**src/rtl/commit_trace_queue.sv**
```systemverilog
// rtl/commit_trace_queue.sv - multi-lane commit trace FIFO with sequence tags and drop accounting
module commit_trace_queue #(
  parameter int XLEN  = 32,
  parameter int NRET  = 2,
  parameter int DEPTH = 8,
  parameter int SEQW  = 16
) (
  input  logic                 clk,
  input  logic                 reset,
  input  logic [NRET-1:0]      ret_valid,
  input  logic [NRET*XLEN-1:0] ret_pc,
  input  logic [NRET*XLEN-1:0] ret_dnpc,
  input  logic [NRET*32-1:0]   ret_inst,
  input  logic [NRET-1:0]      ret_rd_we,
  input  logic [NRET*5-1:0]    ret_rd,
  input  logic [NRET*XLEN-1:0] ret_wdata,
  output logic                 ret_ready,
  input  logic                 flush,
  output logic                 out_valid,
  input  logic                 out_ready,
  output logic [SEQW-1:0]      out_seq,
  output logic [XLEN-1:0]      out_pc,
  output logic [XLEN-1:0]      out_dnpc,
  output logic [XLEN-1:0]      out_wdata,
  output logic [31:0]          out_inst,
  output logic                 out_rd_we,
  output logic [4:0]           out_rd,
  output logic                 overflow,
  output logic [15:0]          drop_count
);

  localparam int PW = (DEPTH > 1) ? $clog2(DEPTH) : 1;
  localparam int CW = $clog2(DEPTH + 1);
  localparam int LW = $clog2(NRET + 1);

  logic [SEQW-1:0] mem_seq   [DEPTH];
  logic [XLEN-1:0] mem_pc    [DEPTH];
  logic [XLEN-1:0] mem_dnpc  [DEPTH];
  logic [XLEN-1:0] mem_wdata [DEPTH];
  logic [31:0]     mem_inst  [DEPTH];
  logic            mem_rd_we [DEPTH];
  logic [4:0]      mem_rd    [DEPTH];

  logic [PW-1:0]   wr_ptr, rd_ptr;
  logic [CW-1:0]   count, free_slots;
  logic [SEQW-1:0] seq_next;
  logic [LW-1:0]   n_ret;
  logic [LW-1:0]   lane_off [NRET];
  logic [PW-1:0]   lane_idx [NRET];
  logic            fits, do_enq, do_drop, do_pop;
  logic [16:0]     drop_sum;

  // Each valid lane lands at tail + (number of valid lanes below it).
  always_comb begin
    n_ret = '0;
    for (int i = 0; i < NRET; i++) begin
      lane_off[i] = n_ret;
      lane_idx[i] = wr_ptr + PW'(lane_off[i]);
      n_ret       = n_ret + LW'(ret_valid[i]);
    end
  end

  assign free_slots = CW'(DEPTH) - count;
  assign ret_ready  = 32'(free_slots) >= 32'(NRET);
  assign fits       = 32'(n_ret) <= 32'(free_slots);
  assign do_enq     = (n_ret != '0) && !flush && fits;
  assign do_drop    = (n_ret != '0) && !flush && !fits;
  assign out_valid  = (count != '0);
  assign do_pop     = out_valid && out_ready && !flush;
  assign drop_sum   = {1'b0, drop_count} + 17'(n_ret);

  always_ff @(posedge clk or posedge reset) begin
    if (reset) begin
      count      <= '0;
      wr_ptr     <= '0;
      rd_ptr     <= '0;
      seq_next   <= '0;
      overflow   <= 1'b0;
      drop_count <= '0;
    end else begin
      if (flush) begin
        count  <= '0;
        wr_ptr <= '0;
        rd_ptr <= '0;
      end else begin
        count <= count + (do_enq ? CW'(n_ret) : CW'(0)) - CW'(do_pop);
        if (do_enq) wr_ptr <= wr_ptr + PW'(n_ret);
        if (do_pop) rd_ptr <= rd_ptr + PW'(1);
      end
      // Dropped records still consume sequence numbers so the consumer sees the gap.
      if (do_enq || do_drop) seq_next <= seq_next + SEQW'(n_ret);
      if (do_drop) begin
        overflow   <= 1'b1;
        drop_count <= drop_sum[16] ? 16'hFFFF : drop_sum[15:0];
      end
    end
  end

  always_ff @(posedge clk) begin
    if (do_enq) begin
      for (int i = 0; i < NRET; i++) begin
        if (ret_valid[i]) begin
          mem_seq[lane_idx[i]]   <= seq_next + SEQW'(lane_off[i]);
          mem_pc[lane_idx[i]]    <= ret_pc[i*XLEN +: XLEN];
          mem_dnpc[lane_idx[i]]  <= ret_dnpc[i*XLEN +: XLEN];
          mem_wdata[lane_idx[i]] <= ret_wdata[i*XLEN +: XLEN];
          mem_inst[lane_idx[i]]  <= ret_inst[i*32 +: 32];
          mem_rd_we[lane_idx[i]] <= ret_rd_we[i];
          mem_rd[lane_idx[i]]    <= ret_rd[i*5 +: 5];
        end
      end
    end
  end

  assign out_seq   = mem_seq[rd_ptr];
  assign out_pc    = mem_pc[rd_ptr];
  assign out_dnpc  = mem_dnpc[rd_ptr];
  assign out_wdata = mem_wdata[rd_ptr];
  assign out_inst  = mem_inst[rd_ptr];
  assign out_rd_we = mem_rd_we[rd_ptr];
  assign out_rd    = mem_rd[rd_ptr];

endmodule
```
**config.mk**
```make
export PLATFORM = sky130hd
export DESIGN_NAME = commit_trace_queue
export DESIGN_NICKNAME = d
export VERILOG_FILES = /design/src/rtl/commit_trace_queue.sv
export SDC_FILE = /design/constraint.sdc
export NUM_CORES = 2
export LEC_CHECK = 0
export CORE_MARGIN = 2
export CORE_UTILIZATION = 31
export CTS_BUF_LIST = sky130_fd_sc_hd__clkbuf_8
export CTS_CLUSTER_SIZE = 30
export DETAILED_ROUTE_END_ITERATION = 10
export GPL_TIMING_DRIVEN = 0
export HOLD_SLACK_MARGIN = 0.05
export PLACE_DENSITY = 0.49
export SETUP_SLACK_MARGIN = 0.3
export SLEW_MARGIN = 5
export SYNTH_ARGS = -nofsm -noshare
export SYNTH_HDL_FRONTEND = slang
export SYNTH_SLANG_ARGS = --single-unit
```
**constraint.sdc**
```tcl
create_clock -name clk -period 25.2 [get_ports clk]
set_input_delay 2.52 -clock clk [delete_from_list [all_inputs] [get_ports clk]]
set_output_delay 2.52 -clock clk [all_outputs]
set_load 0.05 [all_outputs]
```
==> Word level (Yosys, flattened, before mapping) <==
Memory sizes are Yosys's and may differ from the RTL's.
Index checks and enable logic that the tools add are counted.
{ "totals": {"memories": 7, "word_cells": 50, "inputBits": 274, "ramBits": 1200, "reg_bits": 43} }
{ "op_classes": {"reduce_logical": 12, "addsub": 10, "n_lt_le_gt_ge": 2, "mux": 13} }
{ "memory_table": {"columns": ["name", "words", "word_bits", "rd", "rd_clocked_by_memory_dff", "write_ports", "line_no", "source"], "rows": [
  ["mem_dnpc", 8, 32, 1, 0, 2, "38", "logic [XLEN-1:0] mem_dnpc [DEPTH];"],
  ["mem_inst", 8, 32, 1, 0, 2, "40", "logic [31:0] mem_inst [DEPTH];"],
  ["mem_pc", 8, 32, 1, 0, 2, "37", "logic [XLEN-1:0] mem_pc [DEPTH];"],
  ["mem_wdata", 8, 32, 1, 0, 2, "39", "logic [XLEN-1:0] mem_wdata [DEPTH];"],
  ["mem_seq", 8, 16, 1, 0, 2, "36", "logic [SEQW-1:0] mem_seq [DEPTH];"],
  ["mem_rd", 8, 5, 1, 0, 2, "42", "logic [4:0] mem_rd [DEPTH];"],
  ["+1 memories", null, null, null, null, null, null, null]
]} }
{ "ops": {"columns": ["op", "count"], "rows": [
  ["adder 16 x 2 -> 17 bit", 1],
  ["adder 16 x 1 -> 16 bit", 1],
  ["adder 16 x 2 -> 16 bit", 1],
  ["2-to-1 mux 16 bit", 1],
  ["2-to-1 mux 3 bit", 4],
  ["2-to-1 mux 1 bit", 6],
  ["nonzero test 2 bit", 3],
  ["logical AND 1 bit", 5],
  ["adder 4 x 2 -> 4 bit", 1],
  ["greater-or-equal comparator 4 x 2 -> 1 bit, second input constant", 1],
  ["less-or-equal comparator 2 x 4 -> 1 bit", 1],
  ["2-to-1 mux 4 bit", 1],
  ["nonzero test 4 bit", 1],
  ["subtractor 4 x 1 -> 4 bit", 1],
  ["subtractor 4 bit, first input constant", 1],
  ["adder 3 x 1 -> 3 bit", 1],
  ["adder 3 x 1 -> 3 bit, second input constant", 1],
  ["adder 3 x 2 -> 3 bit", 1],
  ["adder 1 x 1 -> 2 bit", 1],
  ["zero test 1 bit", 2],
  ["2-to-1 mux 2 bit", 1],
  ["logical OR 1 bit", 1]
]} }

==> Depth between registers and ports, before layout <==
{ "logic_depth": {"word_depth": 8, "mapped_depth": 16, "depth_no_buf": 15} }

==> Worst setup path after synthesis <==
OpenSTA, ideal clock, no wires.
{ "synth_timing": {"kind": "input to register", "from": "in ret_valid[0]", "to": "mem mem_dnpc[1][0], enable pin", "path_stages": 7, "arrival_ps": 19118, "path_slack_ps": 5017, "path_cell_list": "ha_1 -> ha_1 -> nor2b_1 -> o21ai_1 -> clkbuf_1 -> o21ai_1 -> o41ai_1"} }
{ "synth_rtl": {"columns": ["item", "line_no", "source"], "rows": [
  ["start, declared", "10", "input logic [NRET-1:0] ret_valid,"],
  ["end, declared", "38", null]
]} }

==> results.toml <==
[outcome]
outcome = "finished clean"

[setup_path]
arrival_ns = 9.31
crit_buf_inv = 14
cpMostUsedCell = "buf_4"
end_kind = "register"
critical_path_required_ns = 25.93
max_stage_delay_ns = 1.09
crit_fanout = 10
worstPathCellList = "clkdlybuf4s50_1 -> inv_1 -> ha_1 -> inv_1 -> ha_1 -> nand2_1 -> o21ai_1 -> clkbuf_1 -> o211ai_1 -> clkbuf_2 -> clkbuf_1 -> o41ai_2 -> buf_6 -> buf_4 -> buf_6 -> buf_4 -> buf_4 -> buf_4 -> buf_4 -> buf_4"
crit_path_top_delay_cell = "o211ai_1"
cp-start-kind = "input port"
cpLargestDelayFamily = "buffers and inverters"
critical_path_class = "in2reg"

[synthesis]
synth.area.mux_share_pct = 23.6
synth_compound_area_share_pct = 0.694
yosys-top-cells-area = "edfxtp_1, mux2_2, mux4_2, nand2_1, dfrtp_1"
synth_fa_ha_area_share_pct = 0.514
synth.largest_area_cell = "edfxtp_1"
yosys_warnings = 0
synthXorXnorAreaFrac_pct = 1.83
syn-num-nets = 4966
synth_top_family_by_area = "multiplexers"
yosysMostFrequentCell = "nand2_1"
yosysTopAreaCellShare_pct = 57.8
synth-simple-area-share_pct = 11.7
synth-seq-cells = 1243
seq_area_frac_synth_pct = 59.5
syn-instance-count = 4667
syn_area_um2 = 62400
synthArstFlopShare_pct = 3.46
synthFlopType = "edfxtp_1"
synthTopCellsByCount = "nand2_1, edfxtp_1, mux2_2, mux4_2, clkbuf_1"
yosysUniqueCellTypes = 49
avgSynthCellArea_um2 = 13.4
synth_edf_count = 1200

[min_path]
hp-class = "reg2reg"

[detailed_routing]
dr.max_layer_used = "met5"
wl_met2_um = 111000
wl_met1_um = 91500
route.antenna.remaining_nets = 0
route.met3.wl_um = 12800
wire_per_inst_um = 26.8
vias = 41900
route.detailed.drc = 0
vias_per_cell = 5.04
wl_um = 223000
first_pass_iters = 6
drt_iter0_drc = 3937

[clock_tree]
clk-insertion-delay-late_ns = 0.99
htreeDepth = 4
ctsHoldBuffers = 0
path_clk_slew_ns = 0.06
cts_resized = 0
cts_sinks = 1243
tritoncts = "built"
root_buffer = "clkbuf_8"
post-cts-setup-buffer-count = 0
cts_buffer_depth = 3
cts_buffers = 223

[timing]
maxSlewHeadroom_pct = 9.04
fmax_mhz = 117
clock_skew_ns = 0.0418
setup_ws_ns = 16.62
finalSetupViolCount = 0
maxSlewViolCount = 0
worst_slew_pin_slew_ns = 1.35
hold_viol_final = 0
rsz0062_at_grt = "false"
fin_crit_sh_pct = 34.0
period_minus_slack_ns = 8.58

[floorplanning]
die_h_um = 453
num_rows = 164
die_area_um2 = 205000
fp.dieW_um = 453
core_um2 = 200000
start_util_pct = 31.2
io_pins = 443

[finish]
final_nets = 5775
seq_area_um2 = 37100
finish.utilization_pct = 38.1
area_delta_synth_final_pct = 22.2
nFillCells = 19200
drive_gt1_share_pct = 27.1
postLayoutCellArea_um2 = 76200
fin_cells = 8314
multi_input_area_um2 = 24000

[power]
power.density_nw_per_um2 = 91.4
ir_drop_mv = 0.0464
power.leakage_nw = 27.5

[grt]
grt_pass1_vias = 42800
gr-total-overflow = 0
grt_usage_pct = 21.5
grt_pass1_wl_um = 317000
antenna_found_initial = 54
grt_max_degree = 39

[place]
dp_slack_ns = 15.62
dp_hpwl_um = 151000
placed_cells_incl_taps = 7907
port_buffers = 442
gp_congestion = 0.809
placed_cell_area_um2 = 72200

[flow_run]
maxCapViolCount = 0
[final timing paths]
path	startpoint	end	slack (ns)	cells after the start
min reg2reg	drop_count[10]	drop_count[10]	0.51	1
min in group asynchronous	reset	drop_count[10]	1.78	2
max	ret_valid[0]	mem_pc[2][11]	16.62	20
max reg2reg	count[0]	mem_pc[2][11]	18.61	19
max in group asynchronous	reset	seq_next[10]	22.87	3
min	drop_count[10]	drop_count[10]	0.51	1
[worst reg2reg max path, stage by stage (launching register included)]
cell      delay, ns
dfrtp_1        0.42
inv_1          0.08
ha_1           0.30
inv_1          0.05
ha_1           0.28
nor2b_1        0.18
o21ai_1        0.27
clkbuf_1       0.37
o211ai_1       1.09
clkbuf_2       0.71
clkbuf_1       0.74
o41ai_2        0.41
buf_6          0.26
buf_4          0.17
buf_6          0.14
buf_4          0.16
buf_4          0.18
buf_4          0.18
buf_4          0.17
buf_4          0.18
[per-layer routing]
metal / global-route usage (%) / up-vias
met5: 0 / -
met4: 7.73 / 26
met3: 3.57 / 427
met2: 36.5 / 1473
met1: 27.7 / 21300
li1: - / 18700
[cell type report]
| type | instances | share of cell area, % |
|---|---|---|
| inverters | 16 | 0.0788 |
| clock buffers | 229 | 4.14 |
| plain buffers | 303 | 1.74 |
| repair buffers | 584 | 8.45 |
| well taps | 2656 | 4.36 |
| clock inverters | 158 | 0.995 |
| diodes | 20 | 0.0657 |
| flip-flops and latches | 1243 | 48.7 |
| multi-input cells | 3105 | 31.5 |
[flip-flops by register name (all words and copies together) (netlist names), 4 cells and up]
signal      count
count           4
mem_pc        256
mem_inst      256
seq_next       16
mem_seq       128
mem_dnpc      256
mem_rd_we       8
mem_rd         40
mem_wdata     256
drop_count     16
[layout by cell type (no fill, tap or decap), types with 17 or more instances in the layout]
cell type        instances
clkdlybuf4s50_1        442
mux2_2                 701
nor2_1                  60
diode_2                 20
nand2_1               1720
buf_1                   39
buf_2                   76
edfxtp_1              1200
buf_4                   79
ha_1                    24
dfrtp_1                 43
nor3_1                  17
xor2_1                  62
clkinv_1                42
mux4_2                 300
buf_16                  20
clkbuf_8               229
buf_12                  25
clkbuf_1               154
inv_1                  105
xnor2_1                 68
buf_8                   25
nand3_1                 27
[metrics by stage]
| step | power, mW | hold WS (ns) | setup TNS [ns] |
|---|---|---|---|
| 2_1_floorplan | 4.31 | 0.565 | 0 |
| 3_3_place_gp | 5.42 | 0.498 | -8850.19 |
| 3_5_place_dp | 5.30 | 0.505 | 0 |
| 4_1_cts | 7.06 | 0.514 | 0 |
| 5_1_grt | 7.24 | 0.527 | 0 |
| 6_report | 6.97 | 0.509 | 0 |
[power breakdown]
| part | internal (mW) | leakage, nW | total, mW | switching (mW) |
|---|---|---|---|---|
| logic | 1.02 | 13.7 | 2.67 | 1.65 |
| clock network | 0.857 | 2.31 | 1.75 | 0.895 |
| registers | 2.50 | 11.5 | 2.55 | 0.0463 |
| total | 4.37 | 27.5 | 6.97 | 2.60 |
[kinds of logic after synthesis]
family	count (synthesis)
buf+inv	319
flops	1243
compound gates	61
fa+ha+maj	25
mux	1006
simple gates	1883
xor+xnor	130
No activity file was read; power rests on OpenSTA's default activity.
